### config.mk
export PLATFORM = sky130hd
export DESIGN_NAME = serial_add_seq
export DESIGN_NICKNAME = d
export VERILOG_FILES = /design/src/rtl/serial_add_seq.sv
export SDC_FILE = /design/constraint.sdc
export NUM_CORES = 1
export LEC_CHECK = 0
export CORE_MARGIN = 4
export CORE_UTILIZATION = 33
export CTS_CLUSTER_DIAMETER = 40
export CTS_CLUSTER_SIZE = 28
export DETAILED_ROUTE_END_ITERATION = 6
export PLACE_DENSITY = 0.65
export SETUP_SLACK_MARGIN = 0.05
export SLEW_MARGIN = 20
export SYNTH_ARGS = -nofsm -noshare
export SYNTH_HDL_FRONTEND = slang
export SYNTH_SLANG_ARGS = --single-unit
export TNS_END_PERCENT = 30
### constraint.sdc
create_clock -name clk -period 5.1 [get_ports clk]
set_clock_uncertainty 0.15 [all_clocks]
set_input_delay 1.02 -clock clk [delete_from_list [all_inputs] [get_ports clk]]
set_output_delay 1.02 -clock clk [all_outputs]
set_load 0.03 [all_outputs]
### src/rtl/serial_add_seq.sv
// Digit-serial adder: {Carry,Sum} = A+B+Cin, one 2-bit digit per cycle, LSB digit first.
// Latency: done pulses NDIG (=WIDTH/2) cycles after the start edge; busy for those NDIG cycles.
// Backpressure: start is ignored while busy; accepted only in IDLE or in the one-cycle DONE state.

module full_adder_2bit (
  input  logic [1:0] a,
  input  logic [1:0] b,
  input  logic       ci,
  output logic [1:0] s,
  output logic       co
);
  assign {co, s} = {1'b0, a} + {1'b0, b} + {2'b00, ci};
endmodule

module serial_add_seq #(
  parameter int WIDTH = 8  // must be even and >= 2
) (
  input  logic             clk,
  input  logic             rst,
  input  logic             start,
  input  logic [WIDTH-1:0] A,
  input  logic [WIDTH-1:0] B,
  input  logic             Cin,
  output logic             busy,
  output logic             done,
  output logic [WIDTH-1:0] Sum,
  output logic             Carry
);
  localparam int NDIG = WIDTH / 2;
  localparam int IW   = (NDIG > 1) ? $clog2(NDIG) : 1;

  typedef enum logic [1:0] {IDLE, RUN, DONE} state_t;

  state_t           state_q, state_d;
  logic [WIDTH-1:0] a_q, b_q, sum_q;
  logic             c_q;
  logic [IW-1:0]    idx_q;
  logic [1:0]       a_dig, b_dig, fa_s;
  logic             fa_co;
  logic             last_dig;
  logic             accept;

  assign last_dig = (idx_q == IW'(NDIG - 1));
  assign accept   = start && ((state_q == IDLE) || (state_q == DONE));

  // Digit select by comparison against each constant position keeps all slices static.
  always_comb begin
    a_dig = '0;
    b_dig = '0;
    for (int d = 0; d < NDIG; d++) begin
      if (idx_q == IW'(d)) begin
        a_dig = a_q[2*d +: 2];
        b_dig = b_q[2*d +: 2];
      end
    end
  end

  full_adder_2bit u_fa (
    .a  (a_dig),
    .b  (b_dig),
    .ci (c_q),
    .s  (fa_s),
    .co (fa_co)
  );

  always_comb begin
    state_d = state_q;
    case (state_q)
      IDLE:    if (start) state_d = RUN;
      RUN:     if (last_dig) state_d = DONE;
      DONE:    state_d = start ? RUN : IDLE;
      default: state_d = IDLE;
    endcase
  end

  always_ff @(posedge clk) begin
    if (rst) begin
      state_q <= IDLE;
      a_q     <= '0;
      b_q     <= '0;
      sum_q   <= '0;
      c_q     <= 1'b0;
      idx_q   <= '0;
    end else begin
      state_q <= state_d;
      if (accept) begin
        a_q   <= A;
        b_q   <= B;
        c_q   <= Cin;
        idx_q <= '0;
        sum_q <= '0;
      end else if (state_q == RUN) begin
        for (int d = 0; d < NDIG; d++) begin
          if (idx_q == IW'(d)) sum_q[2*d +: 2] <= fa_s;
        end
        // The inter-digit carry register doubles as the final Carry output.
        c_q <= fa_co;
        if (!last_dig) idx_q <= idx_q + IW'(1);
      end
    end
  end

  assign busy  = (state_q == RUN);
  assign done  = (state_q == DONE);
  assign Sum   = sum_q;
  assign Carry = c_q;
endmodule

# [Word level (Yosys, flattened, before mapping)]
# Cells that the tools add are included.
[classes] add_sub_neg=3 n_eq_ne=7 mux=14 bitwise_logic=1 n_reduce_logical=12
[ops] cell="$mux 2" n=10
[ops] cell="$reduce_and 2->1" n=6
[ops] cell="$eq 2x2->1 const B" n=3
[ops] cell="$pmux 2 s3" n=1
[ops] cell="$eq 2x1->1 const B" n=2
[ops] cell="$logic_not 2->1" n=2
[ops] cell="$add 2x2->3" n=1
[ops] cell="$add 3x1->3" n=1
[ops] cell="$mux 1" n=3
[ops] cell="$add 2x1->2 const B" n=1
[ops] cell="$ne 2x1->1 const B" n=1
[ops] cell="$ne 2x2->1 const B" n=1
[ops] cell="$reduce_bool 2->1" n=1
[ops] cell="$reduce_or 2->1" n=1
[ops] cell="$logic_and 1x1->1" n=1
[ops] cell="$logic_or 1x1->1" n=1
[ops] cell="$not 1->1" n=1
[word_totals] reg_bits=29 output_inout_bits=11 elab_cells=46

# [Logic depth before layout (Yosys ltp)]
# Gate-level depths: netlist (run 1).
[depth] depth_word=9 depth_mapped=10 depth_no_buf=9

# [Modules after synthesis]
# Synthesis (run 1) repeated with hierarchy kept, for this count alone.
[hier_totals] hier_cells=165 area_unflattened_um2=1332.5
[modules_own_cells] module="serial_add_seq" n_inst=1 cells_each=155 area_per_inst_um2=1262.5 seq_area_each_um2=580.6
[modules_own_cells] module="full_adder_2bit" n_inst=1 cells_each=10 area_per_inst_um2=70.1 seq_area_each_um2=0.0

# [Worst setup path after synthesis (run 1)]
# Ideal clock, no wire load.
[synth_path] path_type="register -> register" from="register idx_q[0]" to="register sum_q[7], in the netlist Sum[7]" setup_ns=0.070 arrival_time_ns=2.335 t_required_ns=4.880 path_slack_ns=2.546 stages_incl_launch_ff=10 path_buffers=1 synth_period_minus_slack_ns=2.554 path_cell_list="dfxtp_1 > ha_1 > clkbuf_1 > nor2b_1 > a221oi_1 > o31ai_1 > fa_1 > fa_1 > nand3_1 > a21oi_1"
[synth_between] elab_chain_len=7
[synth_lines] item="start, declared" line="37" text="logic [IW-1:0] idx_q;"
[synth_lines] item="start signal, assigned" line="98" text="if (!last_dig) idx_q <= idx_q + IW'(1);"
[synth_lines] item="$logic_not 2->1" line="51" text="if (idx_q == IW'(d)) begin"
[synth_lines] item="$mux 2 (4 in a row)" line="51"
[synth_lines] item="$add 2x2->3 *" line="12" text="assign {co, s} = {1'b0, a} + {1'b0, b} + {2'b00, ci};"
[synth_lines] item="$add 3x1->3 *" line="12"
[synth_lines] item="net fa_s[1]" line="38" text="logic [1:0] a_dig, b_dig, fa_s;"
[synth_lines] item="end signal, assigned by index" line="94" text="if (idx_q == IW'(d)) sum_q[2*d +: 2] <= fa_s;"
[synth_lines] item="end, declared" line="35" text="logic [WIDTH-1:0] a_q, b_q, sum_q;"
# The timed path passes the listed nets; every way through them passes the cells marked *.
# A chain may end at the register's enable or synchronous reset.

# [Worst setup path in the final report (run 1)]
[layout_path] from="register state_q[0]" to="output port busy"
[layout_between] elab_chain_len=1
[layout_lines] item="start, declared" line="34" text="state_t state_q, state_d;"
[layout_lines] item="start signal, assigned" line="85" text="state_q <= state_d;"
[layout_lines] item="$eq 2x1->1" line="103" text="assign busy = (state_q == RUN);"
[layout_lines] item="end, declared" line="24" text="output logic busy,"
# No other way between the ends.

==> results of run 1 <==
## power by group through the flow
stage	Sequential [mW]	Combinational, mW	Clock [mW]
2_1_floorplan	0.251	0.0479	0
3_3_place_gp	0.249	0.0748	0
3_5_place_dp	0.250	0.0774	0
4_1_cts	0.245	0.0775	0.251
5_1_grt	0.246	0.0839	0.262
6_report	0.245	0.0765	0.245
## cell type report
type                            count  area, um^2
Fill cell                         376        2030
Multi-Input combinational cell    115         653
Sequential cell                    29         581
Timing Repair Buffer               30         300
Clock buffer                        7        86.3
Tap cell                           48        60.1
Clock inverter                      1        30.0
Inverter                            2        7.51
## routing by layer
layer	part of all wire (%)	global-route usage, %
met3	6.8	4.55
met4	2.1	6.26
met5	0	0
met1	44	14.0
met2	47	20.2
## cell usage in the layout, fill, tap and decap left out, types with 4 or more instances in the layout
| master | instances |
|---|---|
| clkdlybuf4s50_1 | 30 |
| nor2b_1 | 6 |
| a221oi_1 | 4 |
| ha_1 | 4 |
| clkbuf_8 | 6 |
| nand2_1 | 44 |
| a21oi_1 | 24 |
| nor2_1 | 6 |
| o31ai_1 | 4 |
| nand3_1 | 8 |
| dfxtp_1 | 29 |
| nand3b_1 | 4 |
## cells by family after synthesis
family	count (synthesis)	synth area share [%]
compound gates	33	15.2
xor+xnor	1	0.673
fa+ha+maj	6	6.92
buf+inv	13	5.48
flops	29	44.6
mux	2	1.54
simple gates	73	25.6
## worst paths after layout
path	to	depth (start not counted)	from	slack [ps]
max	busy	2	state_q[0]	2020
min	Sum[0]	2	Sum[0]	300
max reg2reg	Sum[7]	8	idx_q[0]	2180
min reg2reg	Sum[0]	2	Sum[0]	300
## critical path, stage by stage (launching register included)
cell             delay (ps)
dfxtp_1                 500
and2b_1                 390
clkdlybuf4s50_1         750
## metrics by stage
stage	setup slack, ps	power, mW	hold slack [ps]
floorplan	2550	0.299	286
finish	2020	0.567	305
detailed placement	2100	0.327	296
global placement	2210	0.324	294
CTS	2020	0.573	305
global route	1950	0.592	323
## flip-flops by register name, summed over array words and instances, names as in the netlist
register and count:
Carry 1, Sum 8, b_q 8, state_q 2, idx_q 2, a_q 8
==> flow_summary.json, run 1 <==
{
  "outcome": "complete, no violations",
  "pin_count": 31,
  "swShare_pct": 23.8,
  "final_antenna_net_count": 0,
  "crit_required_ps": 3930,
  "layout-drive-gt1-share_pct": 5.43,
  "final_hold_viol_count": 0,
  "rows": 22,
  "ys_types": 22,
  "clock-sinks": 29,
  "finalCoreUtilization_pct": 45.9,
  "critPathKind": "reg -> out",
  "grt_antenna_before_repair": 0,
  "end_kind": "primary output",
  "layout.nets": 209,
  "p_sw_mw": 0.135,
  "root_buffer": "clkbuf_8",
  "place_congestion": 0.736,
  "die_area_mm2": 0.00502,
  "cp-start-kind": "flip-flop",
  "rsz0062_at_grt": "no",
  "synthCells": 157,
  "start_util_pct": 34.8,
  "postCtsHoldBufs": 0,
  "power.leakage_nw": 0.615,
  "syn_area_mm2": 0.00130,
  "pwr-share-clk_pct": 43.3,
  "grt_pass1_vias": 1089,
  "path_max_fanout": 10,
  "wirelength_um": 2890,
  "synth_warnings": 0,
  "grt-ovfl-total": 0,
  "netlist.area_leader.share_pct": 44.6,
  "synthTopCellsByArea": "dfxtp_1 (45%), nand2_1 (13%), a21oi_1 (9.2%)",
  "synth_seq_cells": 29,
  "postPlaceCellArea_mm2": 0.00160,
  "grt_max_degree": 21,
  "diodes": 0,
  "path_clk_slew_ps": 60,
  "die_h_um": 70.8,
  "numCtsBuffers": 5,
  "fmax_mhz": 324,
  "stdcell_count": 232,
  "clock_path_buffers": 2,
  "core_area_mm2": 0.00374,
  "hp-class": "reg -> reg",
  "irDropWorstVdd_uv": 132,
  "wl_per_cell_um": 12.5,
  "crit_arrival_ps": 1910,
  "dpl.hpwl_um": 2100,
  "yosysTopAreaCell": "dfxtp_1",
  "intPower_mw": 0.432,
  "yosysSeqAreaShare_pct": 44.6,
  "power_density_mw_per_mm2": 330,
  "worstSkewPairLatency_ps": 280,
  "seq_power_share_pct": 43.2,
  "synth_most_common_cell": "nand2_1",
  "drc": 0,
  "postCtsSetupRepairBufs": 0,
  "synth-edff-count": 0,
  "final_cell_area_mm2": 0.00172,
  "grt_pass1_wl_um": 4860,
  "dr.pass1.iters": 4,
  "slew_violations": 0,
  "setup_viol": 0,
  "cts.htree.levels": 2,
  "fin_crit_ps": 3080,
  "combPwrFrac_pct": 13.5,
  "cts_resized": 0,
  "drt_iter0_drc": 54,
  "routed-via-count": 1135,
  "dp.cells": 224,
  "synth-main-ff-cell": "dfxtp_1",
  "fin_crit_sh_pct": 60.5,
  "synth_fp_nets": 183,
  "ys_async_sr_fraction_pct": 0,
  "yosys-top-cells-count": "nand2_1 (44), dfxtp_1 (29), a21oi_1 (24)",
  "maxCapViolations": 0,
  "viasPerCell": 4.89,
  "tns_ps": 0,
  "syn_avg_cell_area_um2": 8.30,
  "cts_tree": "done",
  "max_slew_margin_pct": 49.5,
  "die_w_um": 70.8,
  "grt_usage_pct": 12.3,
  "tightest_slew_ps": 756,
  "area_growth_pct": 31.9,
  "io_buffers": 30
}
Power figures use the tool's default switching activity.
==> run 2, diff against run 1 <==
==> constraint.sdc (replaced) <==
create_clock -name clk -period 3.2 [get_ports clk]
set_clock_uncertainty 0.15 [all_clocks]
set_input_delay 0.64 -clock clk [delete_from_list [all_inputs] [get_ports clk]]
set_output_delay 0.64 -clock clk [all_outputs]
set_load 0.03 [all_outputs]
==> run 2 against run 1 <==
Effect of this change:
- critical path depth is 7 higher
- non-clock buffer count is 2 higher
- hold slack hardly changed
- sequential cell count stayed put
- sequential share of layout area is 0.42 points higher
- first-iteration DRC count is 76% higher
- setup slack worse by 1600 ps
- power is 41% higher
- final cell count is 0.86% higher
- final area is 1.2% lower
- critical path type is now reg -> reg
- largest power group unchanged
==> flow_summary.json, run 2 (synthesis gave the netlist of run 1 again) <==
{
  "crit_required_ps": 3250,
  "die_area_mm2": 0.00502,
  "die_w_um": 70.8,
  "core_area_mm2": 0.00374,
  "cts_resized": 0,
  "dpl.hpwl_um": 2120,
  "crit_start": "idx_q[0]",
  "cp-start-kind": "flip-flop",
  "irDropWorstVdd_uv": 231,
  "timing.rr.end": "Sum[7]",
  "root_buffer": "clkbuf_8",
  "fmax_mhz": 360,
  "path_clk_slew_ps": 60,
  "diodes": 0,
  "postCtsSetupRepairBufs": 0,
  "path_max_fanout": 4,
  "worstSkewPairLatency_ps": 280,
  "wirelength_um": 2860,
  "clock_path_buffers": 2,
  "grt_antenna_before_repair": 0,
  "wl_per_cell_um": 12.2,
  "area_growth_pct": 30.3,
  "multi_input_area_um2": 651,
  "ff2ff_path_depth": 9,
  "drc": 0,
  "max_slew_margin_pct": 54.4,
  "finalCoreUtilization_pct": 45.3,
  "critPathKind": "reg -> reg",
  "rows": 22,
  "routed-via-count": 1125,
  "pin_count": 31,
  "viasPerCell": 4.81,
  "rsz0062_at_grt": "no",
  "grt_pass1_vias": 1130,
  "tightest_slew_ps": 684,
  "cts.htree.levels": 2,
  "tns_ps": 0,
  "layout-drive-gt1-share_pct": 5.91,
  "start_util_pct": 34.8,
  "fin_crit_sh_pct": 86.7,
  "grt-ovfl-total": 0,
  "layout.nets": 211,
  "fin_crit_ps": 2780,
  "r2r_setup_slack_ps": 420,
  "cts_tree": "done",
  "final_hold_viol_count": 0,
  "outcome": "complete, no violations",
  "slew_violations": 0,
  "grt_max_degree": 21,
  "dr.pass1.iters": 4,
  "end_kind": "flip-flop",
  "mostFrequentLayoutCells": "nand2_1 (44), clkdlybuf4s50_1 (30), dfxtp_1 (29)",
  "reg2reg_from": "idx_q[0]",
  "hp-class": "reg -> reg",
  "mostFrequentLayoutCell": "nand2_1",
  "postCtsHoldBufs": 0,
  "place_congestion": 0.852,
  "fillers": 395,
  "grt_usage_pct": 12.5,
  "die_h_um": 70.8,
  "crit_arrival_ps": 2830,
  "dp_slack_ps": 414,
  "numCtsBuffers": 5,
  "setup_viol": 0,
  "maxCapViolations": 0,
  "power.leakage_nw": 0.610,
  "final_antenna_net_count": 0,
  "power_density_mw_per_mm2": 470,
  "register_area_um2": 581,
  "endpoint": "Sum[7]",
  "layout_setup_ws_ps": 424,
  "io_buffers": 30,
  "clock-sinks": 29,
  "grt_pass1_wl_um": 5020,
  "drt_iter0_drc": 95
}
[run 2: changes by cell type in the layout (fill, tap and decap cells not counted)]
cell / before / now
buf_4: 0 / 2
bufinv_16: 1 / 0
clkbuf_8: 6 / 5
clkinv_2: 0 / 2
nor2b_1: 6 / 7
nor2b_2: 1 / 0
[run 2: power by group]
part	leakage (nW)	total, mW	internal [mW]	switching, mW
logic	0.328	0.120	0.0574	0.0629
registers	0.237	0.391	0.378	0.0126
clock network	0.0450	0.286	0.150	0.136
total	0.610	0.797	0.586	0.211
[run 2: metrics by stage]
step	total power [mW]	std cells	cell area [um^2]	hold slack, ps
after floorplan	0.476	157	1300	286
after global placement	0.517	226	1610	295
after detailed placement	0.520	226	1610	299
after CTS	0.807	234	1700	307
after global routing	0.840	234	1700	327
final	0.797	234	1700	304
[run 2: routing by layer]
layer	GRT usage (%)	part of all wire, %	wire length (um)
met5	0	0	0
met4	6.89	2.4	68
met3	3.55	5.6	161
met2	20.4	48	1360
met1	14.6	44	1270
[run 2: worst min-delay path by stage]
stage / startpoint / end / slack (ps) / depth (start not counted)
3_5_place_dp: b_q[5] / b_q[5] / 300 / 2
5_1_grt: b_q[5] / b_q[5] / 330 / 2
6_report: b_q[5] / b_q[5] / 300 / 2
2_1_floorplan: a_q[0] / a_q[0] / 290 / 2
4_1_cts: b_q[5] / b_q[5] / 310 / 2
3_3_place_gp: Sum[4] / Sum[4] / 300 / 2
[run 2: cell type report]
| cell class | count | share of cell area (%) |
|---|---|---|
| Inverter | 2 | 0.442 |
| Timing Repair Buffer | 32 | 18.6 |
| Clock inverter | 2 | 0.590 |
| Clock buffer | 6 | 4.28 |
| Sequential cell | 29 | 34.2 |
| Multi-Input combinational cell | 115 | 38.3 |
| Tap cell | 48 | 3.54 |
[run 2: worst max-delay path, cell delays in order, from the launching register on]
cell and delay, ps:
dfxtp_1 400, inv_1 80, ha_1 240, nor2b_1 190, a221oi_1 260, o31ai_1 140, fa_1 430, fa_1 570
nand3_1 90, a21oi_1 150
